**config.mk**
```make
export PLATFORM = sky130hd
export DESIGN_NAME = if_fetch
export DESIGN_NICKNAME = d
export VERILOG_FILES = /design/src/rtl/if_fetch_pkg.sv /design/src/rtl/if_icache.sv /design/src/rtl/if_fetch.sv
export SDC_FILE = /design/constraint.sdc
export NUM_CORES = 1
export LEC_CHECK = 0
export ABC_CLOCK_PERIOD_IN_PS = 2400
export CORE_UTILIZATION = 45
export CTS_BUF_LIST = sky130_fd_sc_hd__clkbuf_4 sky130_fd_sc_hd__clkbuf_8 sky130_fd_sc_hd__clkbuf_16
export DETAILED_ROUTE_END_ITERATION = 7
export PLACE_DENSITY = 0.78
export SLEW_MARGIN = 20
export SYNTH_ARGS = -nofsm -noshare
export SYNTH_HDL_FRONTEND = slang
export SYNTH_HIERARCHICAL = 1
export SYNTH_SLANG_ARGS = --single-unit
```
**constraint.sdc**
```tcl
create_clock -name clk -period 2.4 [get_ports clk]
set_clock_uncertainty 0.1 [all_clocks]
set_input_delay 0.24 -clock clk [delete_from_list [all_inputs] [get_ports clk]]
set_output_delay 0.24 -clock clk [all_outputs]
set_load 0.005 [all_outputs]
```
**src/rtl/if_fetch_pkg.sv**
```systemverilog
// if_fetch_pkg: shared constants, state encoding and PC helper for the fetch stage
// Contents: reset level, zero word, true/false, stall-vector hold bit, if_state_e, pc_next()
package if_fetch_pkg;

    localparam logic        RST_ENABLE = 1'b1;
    localparam logic        TRUE       = 1'b1;
    localparam logic        FALSE      = 1'b0;
    localparam logic [31:0] ZERO_WORD  = 32'h0000_0000;
    localparam logic [31:0] PC_STEP    = 32'd4;
    localparam int          ID_HOLD    = 2;

    typedef enum logic [1:0] {
        S_IDLE = 2'd0,
        S_WAIT = 2'd1,
        S_HOLD = 2'd2
    } if_state_e;

    // 32-bit modulo increment, so 32'hFFFF_FFFC wraps to 0
    function automatic logic [31:0] pc_next(input logic [31:0] pc);
        return pc + PC_STEP;
    endfunction

endpackage

```
**src/rtl/if_icache.sv**
```systemverilog
// if_icache: direct-mapped one-word-per-line instruction cache (lookup/fill/invalidate)
// Ports: clk, rst (sync, clears all valid bits); lookup_pc -> hit, hit_inst;
//        fill_en, fill_pc, fill_inst write one line. Built only when ICACHE_EN is defined.
`ifdef ICACHE_EN
module if_icache
    import if_fetch_pkg::*;
#(
    parameter int LINES = 64
) (
    input  logic        clk,
    input  logic        rst,
    input  logic [31:0] lookup_pc,
    output logic        hit,
    output logic [31:0] hit_inst,
    input  logic        fill_en,
    input  logic [31:0] fill_pc,
    input  logic [31:0] fill_inst
);

    localparam int IW = $clog2(LINES);
    localparam int TW = 30 - IW;

    logic [LINES-1:0] valid_q, valid_d;
    logic [TW-1:0]    tag_q  [LINES];
    logic [31:0]      data_q [LINES];
    logic [IW-1:0]    rd_idx, wr_idx;
    logic             unused;

    assign rd_idx   = lookup_pc[IW+1:2];
    assign wr_idx   = fill_pc[IW+1:2];
    assign hit      = valid_q[rd_idx] && (tag_q[rd_idx] == lookup_pc[31:IW+2]);
    assign hit_inst = data_q[rd_idx];
    assign unused   = ^{lookup_pc[1:0], fill_pc[1:0]};

    always_comb begin
        valid_d = valid_q;
        if (fill_en) valid_d[wr_idx] = 1'b1;
    end

    always_ff @(posedge clk) begin
        if (rst == RST_ENABLE) valid_q <= '0;
        else                   valid_q <= valid_d;
    end

    // tag/data arrays need no reset: valid bits gate every hit
    always_ff @(posedge clk) begin
        if (fill_en) begin
            tag_q[wr_idx]  <= fill_pc[31:IW+2];
            data_q[wr_idx] <= fill_inst;
        end
    end

endmodule
`endif

```
**src/rtl/if_fetch.sv**
```systemverilog
// if_fetch: instruction-fetch stage; owns the PC, issues one word read at a time, feeds IF/ID
// Ports: clk, rst (sync, active-high); stall_state[2]=ID hold; ex_b_flag_i/ex_b_target_i redirect;
//        mem_req_o/mem_addr_o request, mem_ready_i/mem_data_i response;
//        if_pc/if_inst to IF/ID; if_stall_req_o high while no valid instruction.
// Option: ICACHE_EN adds an ICACHE_LINES-line direct-mapped cache (if_icache).
module if_fetch
    import if_fetch_pkg::*;
#(
    parameter logic [31:0] RESET_PC     = 32'h0000_0000,
    parameter int          ICACHE_LINES = 64
) (
    input  logic        clk,
    input  logic        rst,
    input  logic [5:0]  stall_state,
    input  logic        ex_b_flag_i,
    input  logic [31:0] ex_b_target_i,
    output logic        mem_req_o,
    output logic [31:0] mem_addr_o,
    input  logic        mem_ready_i,
    input  logic [31:0] mem_data_i,
    output logic [31:0] if_pc,
    output logic [31:0] if_inst,
    output logic        if_stall_req_o
);

    if_state_e   state_q, state_d;
    logic [31:0] pc_q, pc_d;
    logic        kill_q, kill_d;
    logic        req_q, req_d;
    logic [31:0] addr_q, addr_d;
    logic [31:0] ifpc_q, ifpc_d;
    logic [31:0] inst_q, inst_d;
    logic        hit, fill;
    logic [31:0] hit_inst;
    logic        unused;

    assign unused = ^{stall_state[5:3], stall_state[1:0]};

`ifdef ICACHE_EN
    if_icache #(.LINES(ICACHE_LINES)) u_icache (
        .clk       (clk),
        .rst       (rst),
        .lookup_pc (pc_q),
        .hit       (hit),
        .hit_inst  (hit_inst),
        .fill_en   (fill),
        .fill_pc   (pc_q),
        .fill_inst (mem_data_i)
    );
`else
    assign hit      = FALSE;
    assign hit_inst = ZERO_WORD;
`endif

    always_comb begin
        state_d = state_q;
        pc_d    = pc_q;
        kill_d  = kill_q;
        req_d   = FALSE;
        addr_d  = addr_q;
        ifpc_d  = ifpc_q;
        inst_d  = inst_q;
        fill    = FALSE;
        case (state_q)
            S_IDLE: begin
                if (ex_b_flag_i) begin
                    pc_d = ex_b_target_i;
                end else if (hit) begin
                    ifpc_d  = pc_q;
                    inst_d  = hit_inst;
                    state_d = S_HOLD;
                end else begin
                    req_d   = TRUE;
                    addr_d  = pc_q;
                    state_d = S_WAIT;
                end
            end
            S_WAIT: begin
                // the outstanding read cannot be aborted, so remember to drop its data
                if (ex_b_flag_i) begin
                    pc_d   = ex_b_target_i;
                    kill_d = TRUE;
                end
                if (mem_ready_i) begin
                    if (kill_q || ex_b_flag_i) begin
                        kill_d  = FALSE;
                        state_d = S_IDLE;
                    end else begin
                        ifpc_d  = pc_q;
                        inst_d  = mem_data_i;
                        fill    = TRUE;
                        state_d = S_HOLD;
                    end
                end
            end
            S_HOLD: begin
                // redirect beats consume and squashes the held instruction
                if (ex_b_flag_i) begin
                    pc_d    = ex_b_target_i;
                    ifpc_d  = ZERO_WORD;
                    inst_d  = ZERO_WORD;
                    state_d = S_IDLE;
                end else if (!stall_state[ID_HOLD]) begin
                    pc_d    = pc_next(pc_q);
                    state_d = S_IDLE;
                end
            end
            default: state_d = S_IDLE;
        endcase
    end

    always_ff @(posedge clk) begin
        if (rst == RST_ENABLE) begin
            state_q <= S_IDLE;
            pc_q    <= RESET_PC;
            kill_q  <= FALSE;
            req_q   <= FALSE;
            addr_q  <= ZERO_WORD;
            ifpc_q  <= ZERO_WORD;
            inst_q  <= ZERO_WORD;
        end else begin
            state_q <= state_d;
            pc_q    <= pc_d;
            kill_q  <= kill_d;
            req_q   <= req_d;
            addr_q  <= addr_d;
            ifpc_q  <= ifpc_d;
            inst_q  <= inst_d;
        end
    end

    assign mem_req_o      = req_q;
    assign mem_addr_o     = addr_q;
    assign if_pc          = ifpc_q;
    assign if_inst        = inst_q;
    assign if_stall_req_o = (state_q != S_HOLD);

endmodule

```
==> results of run 1 <==
worst max-delay path, stage by stage, from the launching register on:
cell and delay (ns):
dfxtp_1 0.45, ha_1 0.22, and3_1 0.26, nand4_1 0.23, nor3_1 0.37, a211oi_1 0.14
nor4_1 0.26
where the power goes:
| part | switching, W | leakage [nW] | internal (W) | total (W) |
|---|---|---|---|---|
| combinational | 0.000257 | 1.45 | 0.000285 | 0.000542 |
| sequential | 0.0000844 | 1.07 | 0.00227 | 0.00236 |
| clock | 0.000968 | 0.277 | 0.00147 | 0.00244 |
registers in the layout (all words and copies together), names as in the netlist:
register	cells
mem_req_o	1
pc_q	32
kill_q	1
if_inst	32
mem_addr_o	32
if_pc	32
state_q	2
kinds of logic after synthesis:
family,after synthesis
and+or+nand+nor,257
adders and majority gates,1
AOI/OAI and AO/OA,193
buffers and inverters,66
DFF,132
cell type report:
cell class              count  area share
multi-input cells         451      0.3158
clock inverters            12     0.01397
inverters                   4    0.001927
clock buffers              20     0.05829
well taps                 143     0.02296
flip-flops and latches    132      0.3391
repair buffers            194      0.2479
metal layers:
layer  vias to the layer above  track usage  share of wire
li1                       2623            -              -
met1                      2591       0.3284           0.42
met2                       238       0.4273           0.48
met3                        27      0.07709          0.083
met4                         0      0.09600          0.017
met5                         -            0              0
per-stage QoR:
stage | worst slack, ns | instance area (µm²)
CTS | 0.2812 | 7792
finish | 0.2752 | 7792
detailed placement | 0.2068 | 7229
global route | 0.1139 | 7792
global placement | 0.2619 | 7229
floorplan | 0.4490 | 5334
placed cells by master, fill, tap and decap left out, drive strengths merged, types with 2 or more instances in the layout:
cell type	count
nand3	8
o22ai	3
and4	5
nor2	89
buf	29
a21oi	60
or3	6
a211oi	10
a21o	2
nand4	10
clkdlybuf4s50	165
and3	7
inv	4
clkinv	9
o21a	2
o41ai	3
o21ai	18
nand3b	3
nor4	7
nor3	11
nand2	105
clkbuf	20
nor2b	2
o31ai	5
a31oi	9
a22oi	67
clkinvlp	2
dfxtp	132
a311oi	2
how the worst max path moves through the flow:
stage                      from         to  slack, ns  cells after the start
finish                  pc_q[2]   pc_q[26]       0.28                      6
global route            pc_q[2]   pc_q[28]       0.11                      6
CTS                    pc_q[16]   pc_q[27]       0.28                      5
detailed placement  ex_b_flag_i   if_pc[3]       0.21                      7
global placement    ex_b_flag_i  if_pc[25]       0.26                      7
floorplan              pc_q[15]   pc_q[27]       0.45                      6
==> flow_summary_export.csv, run 1 <==
group,metric,value,unit
floorplanning,start_util,0.4651,
timing,fin_setup_tns,0,ns
global_route,first_global_vias,5241,
place,dp_hpwl,10.84,mm
global_route,grt_max_degree,77,
logic_synthesis,synth_fp_nets,724,
logic_synthesis,synth_top_family_by_area,"compound AO/OA/AOI/OAI gates",
min_path,hp-class,"in -> reg",
floorplanning,chipHeight,110.9,µm
logic_synthesis,syn_area,0.005334,mm²
setup_path,rrSetupSlack,0.28,ns
floorplanning,core_area,0.01147,mm²
status,status,"complete, no violations",
clocking,clk_latency,0.42,ns
setup_path,startpoint_type,"flip-flop",
logic_synthesis,synthCells,649,
global_route,overflow,0,
clocking,numCtsBuffers,17,
global_route,grt_first_pass_wirelength,26.11,mm
floorplanning,io_pins,172,
flow_run,cap_violations,0,
logic_synthesis,synth_xor_xnor_area_share,0,
logic_synthesis,ys_seq_elements,132,
cells_and_area,final.fill_count,936,
cells_and_area,multi_input_area,0.002461,mm²
cells_and_area,final_core_util,0.6795,
power_and_ir_drop,power_density,685.3,mW/mm²
routing,drc,0,
clocking,cts_num_sinks,132,
routing,dr.pass1.iters,7,
setup_path,worstPathArrival,2.35,ns
clocking,clockBufferDepth,2,
timing,worstMarginPinSlew,0.5446,ns
logic_synthesis,synth_enable_flop_cells,0,
power_and_ir_drop,power,0.005340,W
logic_synthesis,yosys.area_share.simple,0.2163,
timing,maxSlewHeadroom,0.6369,
logic_synthesis,synth_top_cell_by_area,"dfxtp_1",
timing,rsz0062_at_grt,"false",
logic_synthesis,yosysSeqAreaShare,0.4954,
cells_and_area,seqCellArea,0.002643,mm²
setup_path,r2r_end,"pc_q[26]",
routing,ant_nets,0,
logic_synthesis,yosys-mux-area-fraction,0,
logic_synthesis,yosys_warnings,6,
logic_synthesis,yosysUniqueCellTypes,50,
timing,finalMaxSlewViolations,0,
power_and_ir_drop,leakage,2.803,nW
cells_and_area,final_cells,956,
place,place_inst,924,
setup_path,critical_path_class,"reg -> reg",
logic_synthesis,synth_area_leaders,"dfxtp_1, a22oi_1, nand2_1, nor2_1, a21oi_1",
min_path,min_to,"if_pc[20]",
floorplanning,die_x,110.9,µm
setup_path,r2r_start,"pc_q[2]",
timing,final_hold_viol_count,0,
logic_synthesis,synth_compound_area_frac,0.2372,
place,io_buffers,166,
routing,wl_per_cell,16.89,µm
clocking,ctsHoldBuffers,0,
place,routabilityCongestion,0.8869,
power_and_ir_drop,max-vdd-ir-drop,0.4226,mV
setup_path,end_kind,"flip-flop",
setup_path,crit_fanout,7,
logic_synthesis,synthAdderAreaFrac,0.002346,
setup_path,reg2reg_depth,6,
clocking,clk_pin_slew_worst_paths,0.06,ns
cells_and_area,syn_to_final_growth,46.09,%
logic_synthesis,synth.most_common_cell,"dfxtp_1",
global_route,track_usage,0.2624,
setup_path,crit_required,2.62,ns
routing,wl,16.15,mm
routing,viasPerCell,5.731,
clocking,cts_root_buf,"clkbuf_16",
min_path,min-delay-start,"rst",
timing,clock.fmax,0.4706,GHz
clocking,cts_setup_buffers,0,
timing,finalSetupViolations,0,
min_path,holdPathStages,2,
routing,drtIter0Drc,474,
logic_synthesis,yosysTopAreaCellShare,0.4954,
cells_and_area,nets,875,
cells_and_area,drive_gt1_frac,0.08856,
clocking,ctsResizeCount,0,
clocking,htree_levels,4,
floorplanning,die_area,0.01229,mm²
logic_synthesis,async_reset_ff_frac,0,
timing,final.min_clock_period,2.125,ns
timing,timing.hold.ws,0.09431,ns
logic_synthesis,synth_commonest_cells,"dfxtp_1, nand2_1, nor2_1, a22oi_1, a21oi_1",
clocking,cts_tree,"done",
timing,finalCritPeriodShare,0.8853,
logic_synthesis,synthFlopType,"dfxtp_1",
floorplanning,row_count,39,
logic_synthesis,avgSynthCellArea,8.219,µm²
cells_and_area,antenna_cells,0,
routing,vias,5479,
global_route,grt_antenna_before_repair,0,
No activity file was read; power rests on OpenSTA's default activity.
==> inputs of run 2 (changes only) <==
Settings changed: PLACE_DENSITY 0.78 to 0.88.
==> flow_summary_export.csv, run 2 (synthesis gave the netlist of run 1 again) <==
group,metric,value,unit
status,status,"complete, no violations",
clocking,clockBufferDepth,2,
floorplanning,row_count,39,
floorplanning,die_x,110.9,µm
clocking,cts_num_sinks,132,
clocking,numCtsBuffers,17,
global_route,grt_antenna_before_repair,0,
routing,wl_per_cell,17.22,µm
routing,drc,0,
timing,final.min_clock_period,2.208,ns
timing,final_hold_viol_count,0,
timing,finalCritPeriodShare,0.9199,
floorplanning,io_pins,172,
clocking,cts_setup_buffers,0,
floorplanning,core_area,0.01147,mm²
timing,clock.fmax,0.4530,GHz
floorplanning,chipHeight,110.9,µm
setup_path,end_kind,"flip-flop",
min_path,hp-class,"in -> reg",
clocking,clk_latency,0.41,ns
setup_path,worstPathArrival,2.42,ns
timing,rsz0062_at_grt,"false",
timing,finalSetupViolations,0,
cells_and_area,syn_to_final_growth,45.41,%
setup_path,startpoint_type,"flip-flop",
floorplanning,die_area,0.01229,mm²
power_and_ir_drop,max-vdd-ir-drop,0.5643,mV
global_route,grt_first_pass_wirelength,27.05,mm
timing,worstMarginPinSlew,0.5431,ns
place,routabilityCongestion,0.8986,
timing,maxSlewHeadroom,0.6346,
clocking,htree_levels,4,
setup_path,crit_required,2.61,ns
flow_run,cap_violations,0,
routing,dr.pass1.iters,7,
cells_and_area,antenna_cells,0,
setup_path,crit_fanout,9,
place,placed_area,0.007196,mm²
floorplanning,start_util,0.4651,
cells_and_area,final_area,0.007756,mm²
routing,wl,16.43,mm
clocking,cts_tree,"done",
power_and_ir_drop,power_density,688.9,mW/mm²
cells_and_area,final_common_cell,"clkdlybuf4s50_1",
place,io_buffers,166,
timing,finalMaxSlewViolations,0,
routing,vias,5585,
global_route,track_usage,0.2713,
clocking,ctsResizeCount,0,
setup_path,critical_path_class,"reg -> reg",
cells_and_area,drive_gt1_frac,0.08755,
routing,ant_nets,0,
cells_and_area,nets,875,
global_route,grt_max_degree,65,
clocking,clk_pin_slew_worst_paths,0.06,ns
power_and_ir_drop,leakage,2.801,nW
clocking,ctsHoldBuffers,0,
clocking,cts_root_buf,"clkbuf_16",
routing,drtIter0Drc,625,
place,dp_hpwl,11.13,mm
global_route,first_global_vias,5539,
routing,viasPerCell,5.854,
cells_and_area,layout_common_cells,"clkdlybuf4s50_1, dfxtp_1, nand2_1, nor2_1, a22oi_1",
timing,fin_setup_tns,0,ns
global_route,overflow,0,
[run 2: path summary, 6_finish.rpt]
check,from,end,slack (ns),cells past startpoint
hold / removal,rst,if_inst[30],0.17,2
setup reg to reg,pc_q[10],pc_q[24],0.19,5
hold reg to reg,mem_addr_o[31],mem_addr_o[31],0.36,2
setup / recovery,pc_q[10],pc_q[24],0.19,5
[run 2: critical path: stages (launching register included)]
cell and delay (ns):
dfxtp_1 0.48, and4_1 0.38, nand4_1 0.34, nor2_1 0.40
a211oi_1 0.13, a211oi_1 0.27
[run 2: final cells by class]
class / instances / area [µm²]
tap: 143 / 178.9
inverter: 4 / 15.01
clock inverter: 5 / 50.05
timing repair buffer: 194 / 1894
sequential: 132 / 2643
clock buffer: 25 / 510.5
fill: 874 / 3711
multi-input combinational: 451 / 2465
[run 2: per-layer routing]
metal / vias to the layer above / part of all wire / GRT usage
met3: 43 / 0.086 / 0.08420
met1: 2625 / 0.41 / 0.3190
met5: - / 0 / 0
met2: 303 / 0.48 / 0.4480
li1: 2614 / - / -
met4: 0 / 0.026 / 0.1316
[run 2: per-stage QoR]
step / hold slack, ns / total power, W / std cells / worst slack [ns] / utilization
finish: 0.1732 / 0.005343 / 954 / 0.1923 / 0.6764
global route: 0.1787 / 0.005536 / 954 / 0.05995 / 0.6764
CTS: 0.1561 / 0.005367 / 954 / 0.2070 / 0.6764
detailed placement: 0.3515 / 0.002936 / 924 / 0.1830 / 0.6275
global placement: 0.3411 / 0.002911 / 924 / 0.1900 / 0.6275
floorplan: 0.2571 / 0.002629 / 649 / 0.4490 / -
[run 2: report_power, final]
group	total, W	internal, W	switching (W)
sequential	0.00237	0.00228	0.0000895
combinational	0.000534	0.000279	0.000255
clock	0.00244	0.00156	0.000883
